$ cat config.mk
export PLATFORM = sky130hd
export DESIGN_NAME = led_sequencer
export DESIGN_NICKNAME = d
export VERILOG_FILES = /design/src/rtl/led_pkg.sv /design/src/rtl/tick_gen.sv /design/src/rtl/led_sequencer.sv
export SDC_FILE = /design/constraint.sdc
export NUM_CORES = 1
export LEC_CHECK = 0
export CAP_MARGIN = 15
export CORE_MARGIN = 4
export CORE_UTILIZATION = 50
export CTS_BUF_LIST = sky130_fd_sc_hd__clkbuf_8
export DETAILED_ROUTE_END_ITERATION = 8
export GPL_ROUTABILITY_DRIVEN = 1
export PLACE_DENSITY = 0.86
export SLEW_MARGIN = 20
export SYNTH_ARGS = -nofsm -noshare
export SYNTH_HDL_FRONTEND = slang
export SYNTH_SLANG_ARGS = --single-unit
export TNS_END_PERCENT = 20
$ cat constraint.sdc
create_clock -name clock -period 2.15 [get_ports clock]
set_input_delay 0.215 -clock clock [delete_from_list [all_inputs] [get_ports clock]]
set_output_delay 0.215 -clock clock [all_outputs]
set_load 0.005 [all_outputs]
$ cat src/rtl/led_pkg.sv
// Shared encodings for the LED sequencer: pattern modes and ping-pong FSM states.
package led_pkg;

    typedef enum logic [1:0] {
        MODE_SHIFT    = 2'b00,
        MODE_ROTATE   = 2'b01,
        MODE_PINGPONG = 2'b10,
        MODE_HOLD     = 2'b11
    } mode_e;

    typedef enum logic {
        GO_LEFT  = 1'b0,
        GO_RIGHT = 1'b1
    } pp_state_e;

    localparam logic DIR_LEFT  = 1'b0;
    localparam logic DIR_RIGHT = 1'b1;

endpackage

$ cat src/rtl/tick_gen.sv
// Step prescaler: counts enabled clocks and flags a step when the count reaches i_period.
module tick_gen #(
    parameter int NB_PERIOD = 24
) (
    input  logic                 clock,
    input  logic                 i_reset,
    input  logic                 i_enable,
    input  logic [NB_PERIOD-1:0] i_period,
    input  logic                 i_clear,
    output logic                 o_tick
);

    logic [NB_PERIOD-1:0] cnt_q, cnt_d;

    // >= rather than == so that lowering i_period below the count steps right away.
    assign o_tick = i_enable & ~i_clear & (cnt_q >= i_period);

    always_comb begin
        cnt_d = cnt_q;
        if (i_clear || o_tick)
            cnt_d = '0;
        else if (i_enable)
            cnt_d = cnt_q + 1'b1;
    end

    always_ff @(posedge clock or posedge i_reset) begin
        if (i_reset) cnt_q <= '0;
        else         cnt_q <= cnt_d;
    end

endmodule

$ cat src/rtl/led_sequencer.sv
// LED pattern sequencer: shift / rotate / ping-pong / hold, advanced by a programmable prescaler.
module led_sequencer
    import led_pkg::*;
#(
    parameter int NB_LEDS   = 4,
    parameter int NB_PERIOD = 24
) (
    input  logic                 clock,
    input  logic                 i_reset,
    input  logic                 i_enable,
    input  logic [1:0]           i_mode,
    input  logic                 i_dir,
    input  logic [NB_PERIOD-1:0] i_period,
    input  logic                 i_load,
    input  logic [NB_LEDS-1:0]   i_pattern,
    output logic [NB_LEDS-1:0]   o_led,
    output logic                 o_tick,
    output logic                 o_wrap
);

    localparam logic [NB_LEDS-1:0] SEED_L = {{(NB_LEDS-1){1'b0}}, 1'b1};
    localparam logic [NB_LEDS-1:0] SEED_R = {1'b1, {(NB_LEDS-1){1'b0}}};

    pp_state_e            state_q, state_d;
    logic [NB_LEDS-1:0]   led_q, led_d;
    logic                 tick_q, tick_d;
    logic                 wrap_q, wrap_d;
    logic                 step;
    logic [NB_LEDS-1:0]   shl, shr, rotl, rotr;
    mode_e                mode;

    tick_gen #(
        .NB_PERIOD (NB_PERIOD)
    ) u_tick_gen (
        .clock    (clock),
        .i_reset  (i_reset),
        .i_enable (i_enable),
        .i_period (i_period),
        .i_clear  (i_load),
        .o_tick   (step)
    );

    assign mode = mode_e'(i_mode);
    assign shl  = {led_q[NB_LEDS-2:0], 1'b0};
    assign shr  = {1'b0, led_q[NB_LEDS-1:1]};
    assign rotl = {led_q[NB_LEDS-2:0], led_q[NB_LEDS-1]};
    assign rotr = {led_q[0], led_q[NB_LEDS-1:1]};

    always_comb begin
        state_d = state_q;
        led_d   = led_q;
        tick_d  = 1'b0;
        wrap_d  = 1'b0;
        if (i_load) begin
            // An all-zero load would leave every LED dark forever, so substitute the seed.
            led_d   = (i_pattern == '0) ? SEED_L : i_pattern;
            state_d = GO_LEFT;
        end else if (step) begin
            tick_d = 1'b1;
            case (mode)
                MODE_SHIFT: begin
                    if (i_dir == DIR_LEFT) begin
                        led_d  = (shl == '0) ? SEED_L : shl;
                        wrap_d = (shl == '0);
                    end else begin
                        led_d  = (shr == '0) ? SEED_R : shr;
                        wrap_d = (shr == '0);
                    end
                end
                MODE_ROTATE: begin
                    if (i_dir == DIR_LEFT) begin
                        led_d  = rotl;
                        wrap_d = led_q[NB_LEDS-1];
                    end else begin
                        led_d  = rotr;
                        wrap_d = led_q[0];
                    end
                end
                MODE_PINGPONG: begin
                    if (state_q == GO_LEFT) begin
                        if (led_q[NB_LEDS-1]) begin
                            state_d = GO_RIGHT;
                            led_d   = shr;
                            wrap_d  = 1'b1;
                        end else begin
                            led_d   = shl;
                        end
                    end else begin
                        if (led_q[0]) begin
                            state_d = GO_LEFT;
                            led_d   = shl;
                            wrap_d  = 1'b1;
                        end else begin
                            led_d   = shr;
                        end
                    end
                end
                default: ;
            endcase
        end
    end

    always_ff @(posedge clock or posedge i_reset) begin
        if (i_reset) state_q <= GO_LEFT;
        else         state_q <= state_d;
    end

    always_ff @(posedge clock or posedge i_reset) begin
        if (i_reset) begin
            led_q  <= SEED_L;
            tick_q <= 1'b0;
            wrap_q <= 1'b0;
        end else begin
            led_q  <= led_d;
            tick_q <= tick_d;
            wrap_q <= wrap_d;
        end
    end

    assign o_led  = led_q;
    assign o_tick = tick_q;
    assign o_wrap = wrap_q;

endmodule

After elaboration in Yosys (flattened, before gate mapping)
Index checks and enable logic that the tools add are counted.
W data, S select, Z words.
- register bits: 31
- output and inout port bits: 6
- word-level logic and storage cells: 51
- input bits: 35
- reduce and logical (&&, ||, !) cells: 11
- bitwise gates (word level): 3
- multiplexer cells: 28
- add/sub/neg operators: 1
- equality and inequality tests: 2
- order comparisons: 1
- operators with widths (cell ; count):
    $mux W24 ; 2
    $mux W4 ; 10
    $add A24 B1 Y24 const B ; 1
    $ge A24 B24 Y1 ; 1
    $mux W1 ; 14
    $logic_not A4 Y1 ; 3
    $pmux W4 S3 ; 1
    $reduce_bool A2 Y1 ; 3
    $reduce_and A2 Y1 ; 2
    $reduce_bool A4 Y1 ; 1
    $pmux W1 S3 ; 1
    $and A1 B1 Y1 ; 2
    $eq A2 B1 Y1 const B ; 1
    $eq A2 B2 Y1 const B ; 1
    $logic_not A2 Y1 ; 1
    $logic_or A1 B1 Y1 ; 1
    $not A1 Y1 ; 1

Depth between registers and ports, before layout
- depth after elaboration: 6
- depth in mapped cells: 10
- gate-level depth less buffers: 8

By module
Synthesis repeated with hierarchy kept, for this count alone.
- cells, all modules: 297
- area, all modules: 2571.2 um^2
- by module, submodules not included (module ; times used ; cells an instance ; area each (um^2) ; sequential area each (um^2)):
    tick_gen ; 1 ; 220 ; 1921.8 ; 600.6
    led_sequencer ; 1 ; 77 ; 649.4 ; 176.4

Least setup slack after synthesis
Ideal clock, no wire load.
- kind: flip-flop to flip-flop
- start point: reg u_tick_gen.cnt_q[0]
- end point: reg u_tick_gen.cnt_q[11]
- period minus slack after synthesis: 2.187 ns
- data arrival time: 2.099 ns
- data required time: 2.062 ns
- slack: -0.037 ns
- setup time: 0.088 ns
- cell stages (with the launch flop): 11
- path buffers: 2
- cell sequence: dfrtp_1 > inv_1 > ha_1 > nand2b_1 > a211o_1 > a211oi_2 > o22ai_2 > or2_1 > buf_6 > buf_6 > a211oi_2
- cells in the longest elaborated chain, start to end: 4
- elaborated cells between the ends (all ways): 7
- those cells by class: 1 x add/sub; 1 x order compare; 2 x mux; 1 x bitwise; 2 x reduce/logical
- RTL lines (element ; RTL line ; text):
    from (decl) ; tick_gen.sv:13 ; logic [NB_PERIOD-1:0] cnt_q, cnt_d;
    from (signal assigned) ; tick_gen.sv:28 ; else cnt_q <= cnt_d;
    $ge A24 B24 Y1 ; tick_gen.sv:16 ; assign o_tick = i_enable & ~i_clear & (cnt_q >= i_period);
    $and A1 B1 Y1 ; tick_gen.sv:16 ;
    $logic_or A1 B1 Y1 ; tick_gen.sv:20 ; if (i_clear || o_tick)
    $mux W24 / $reduce_bool A2 Y1 (equally long branches) ; - ;
Parallel ways exist; a longest one is shown, timed or not. The select of a mux whose other input is x is not followed.
A chain may end at the register's enable or synchronous reset.

Worst setup path in the final report
- start point: reg u_tick_gen.cnt_q[0]
- end point: reg state_q
- cells in the longest elaborated chain, start to end: 4
- RTL lines (element ; RTL line ; text):
    $ge A24 B24 Y1 ; tick_gen.sv:16 ;
    $and A1 B1 Y1 ; tick_gen.sv:16 ;
    $reduce_bool A2 Y1 (no line) ; - ;
    $reduce_and A2 Y1 (no line) ; - ;
    to (signal assigned) ; led_sequencer.sv:105 ; else state_q <= state_d;
    to (decl) ; led_sequencer.sv:24 ; pp_state_e state_q, state_d;
No other way between the ends.

==> impl_metrics.yaml <==
synth:
  synth_top_cell_area_share_pct: 27.8
  synth_top_cell_by_area: "sky130_fd_sc_hd__dfrtp_1"
  netlist_top_cells_area: "sky130_fd_sc_hd__dfrtp_1 28%, sky130_fd_sc_hd__ha_1 13%, sky130_fd_sc_hd__a211oi_2 7.0%"
  synth_sequential_area_ratio_pct: 28.8
  mappedNetlistArea_um2: 2700
  asyncSetResetFlopFracSynth_pct: 100
  yosys_warnings: 0
  synth_top_cells_by_count: "30 x sky130_fd_sc_hd__dfrtp_1, 30 x sky130_fd_sc_hd__inv_1, 29 x sky130_fd_sc_hd__ha_1, 25 x sky130_fd_sc_hd__nand2_1, 18 x sky130_fd_sc_hd__nor2_1"
  synth-edff-count: 0
  syn-num-nets: 371
  synth_seq_cells: 31
  primary_flip_flop_cell_chosen_by_synthesis_mapping: "sky130_fd_sc_hd__dfrtp_1"
  synth_cell_type_count: 56
  mean_syn_cell_area_um2: 8.79
  postSynthCellCount: 307
layout:
  final_util_pct: 75.8
  final_net_count: 465
  area.sequential_um2: 777
  final_design_area_no_fill_um2: 3920
  synthToLayoutAreaGrowth_pct: 45.2
  area_of_the_multi_input_gates_um2: 1940
  diodes: 0
  post_route_cells_drive_above_1_share_pct: 31.6
  layout.filler_cells: 344
worst_setup_path:
  crit_path_end_kind: "flip-flop"
  critical_path_arrival_ns: 2.43
  setup.worst_path.class: "reg2reg"
  worst_setup_path_start_kind: "flip-flop"
  max_stage_delay_ns: 0.40
  worst_path_max_delay_cell: "sky130_fd_sc_hd__dfrtp_1"
  required_ns: 2.32
  cp_cell_sequence: "inv_2, ha_4, nand2b_4, a211o_1, a211oi_2, o22ai_2, buf_6, o211ai_1, mux2_4"
  path_max_fanout: 6
floorplanning:
  chipWidth_um: 81.5
  core-area_um2: 5170
  floorplan.initialDensity_pct: 52.2
  ios: 41
  die_y_um: 81.5
  placement_rows: 26
  dieArea_um2: 6640
grt:
  aggregate_global_routing_overflow: 0
  grt_util_all_layers_pct: 22.8
  grt_start_max_net_pins: 32
  grt_antenna_before_repair: 0
  first_global_vias: 2656
  first_pass_grt_wire_length_mm: 11.8
timing:
  worst_slack_ns: -0.109
  tightestPinTransition_ns: 0.412
  hold_violation_total_from_the_final_report: 0
  setup_repair_after_global_routing_missed_its_margin: "true"
  final.period_utilization_pct: 105
  fmaxAchievable_mhz: 443
  setup_violations: 25
  maxSlewHeadroom_pct: 72.5
  timing.clock.skew_ns: 0.00599
  post-route-min-period_ns: 2.26
  slew_violations: 0
routing:
  drtAntennaViolNets: 0
  routed_wirelength_mm: 7.57
  first_pass_iters: 4
  via_per_inst: 5.76
  detail_route.wl_per_cell_um: 16.0
  drt_iter0_drc: 87
  detailroute.via_count: 2721
  drc: 0
pwr:
  leakage_nw: 1.75
  worst_ir_drop_vdd_mv: 0.236
  cellPowerDensity_nw_per_um2: 358
  total_power_mw: 1.40
cts:
  numCtsBuffers: 5
  tritoncts: "yes"
  clk_latency_ns: 0.29
  clock-root-buffer: "sky130_fd_sc_hd__clkbuf_8"
  clkSlewWorstSetupHoldPaths_ns: 0.07
  cts-root-to-sink-buffers: 2
  numClockSinks: 31
  hold_buffers: 0
  cts_max_level: 2
placed_design:
  port_buffers: 40
  gp_routability_congestion: 0.918
  dpl.hpwl_mm: 5.05
  dpl_cell_area_um2: 3470
  post-place-ws_ns: -0.444
flow_run:
  max_cap_viol_count: 0
hold_path:
  hp-class: "in2async"
run_status:
  status: "finished with violations"
  failed_checks: "setup timing"
[report_power, final]
group	internal (mW)	total (mW)	switching, mW
combinational	0.179	0.335	0.155
sequential	0.598	0.627	0.0290
clock	0.217	0.442	0.224
[registers in the layout, summed over array words and instances (netlist names)]
signal,flops
u_tick_gen.cnt_q,24
state_q,1
o_wrap,1
o_led,4
o_tick,1
[layer usage]
layer,global-route usage (%),wire [um],vias to the layer above
met5,0,0,-
met4,8.45,266,0
met3,4.71,407,33
met2,39.8,3900,104
met1,27.6,2990,1287
li1,-,-,1297
[cell type report]
| type | count | area share [%] |
|---|---|---|
| Sequential cell | 31 | 19.8 |
| Clock buffer | 5 | 1.76 |
| Inverter | 31 | 2.97 |
| Timing Repair Buffer | 102 | 23.3 |
| Multi-Input combinational cell | 230 | 49.6 |
| Clock inverter | 3 | 0.319 |
| Tap cell | 70 | 2.23 |
[logic make-up (layout without fill, tap and decap cells)]
group	after synthesis	count (layout)	synth area share (%)
buffers and inverters	46	141	7.37
and+or+nand+nor	107	107	22.1
AOI/OAI and AO/OA	74	74	21.6
adders and majority gates	29	29	13.4
DFF	31	31	28.8
muxes	4	4	1.53
xor gates and xnor gates	16	16	5.19
[timing repair]
action                                  in CTS  in global routing
cloned                                       1                  0
gates resized for setup                     18                 26
buffers inserted                             6                  9
endpoints found under the hold margin        0                  0
endpoints found under the setup margin      27                 31
pin swaps                                   19                 14
[critical path, delay by kind of cell (launching register included)]
kind                     cells  cell delay (ns)
AO/OA/AOI/OAI                4             0.88
flip-flops                   1             0.40
multiplexers                 1             0.32
buffers and inverters        2             0.23
adder cells (fa/ha/maj)      1             0.19
AND/OR/NAND/NOR              1             0.13
[path summary, 6_finish.rpt]
path                       slack (ns)  cells past startpoint           startpoint                    to
min in group clock               0.56                      3         i_pattern[2]              o_led[2]
hold reg to reg                  0.63                      2  u_tick_gen.cnt_q[8]   u_tick_gen.cnt_q[8]
hold / removal                   0.31                      3              i_reset  u_tick_gen.cnt_q[18]
setup / recovery                -0.11                      9  u_tick_gen.cnt_q[0]               state_q
setup reg to reg                -0.11                      9  u_tick_gen.cnt_q[0]               state_q
max in group asynchronous        1.51                      3              i_reset              o_led[0]
[layout by cell type (no fill, tap or decap), types with 9 or more instances in the layout]
master,count
sky130_fd_sc_hd__a21oi_1,13
sky130_fd_sc_hd__nand3_1,15
sky130_fd_sc_hd__a211oi_2,18
sky130_fd_sc_hd__inv_1,27
sky130_fd_sc_hd__nor2_1,16
sky130_fd_sc_hd__clkdlybuf4s50_1,37
sky130_fd_sc_hd__ha_1,19
sky130_fd_sc_hd__nand2_1,23
sky130_fd_sc_hd__o21ai_0,9
sky130_fd_sc_hd__dfrtp_1,30
sky130_fd_sc_hd__buf_4,58
sky130_fd_sc_hd__xor2_1,10
sky130_fd_sc_hd__ha_4,10
[stage by stage]
stage	hold slack [ns]	setup TNS [ns]	cells
after global placement	0.598	-9.77	449
after detailed placement	0.616	-10.55	449
after CTS	0.327	-0.533	464
after global routing	0.359	-4.10	472
after floorplan	0.318	-0.0233	307
final	0.314	-0.778	472
No activity file was read; power rests on OpenSTA's default activity.
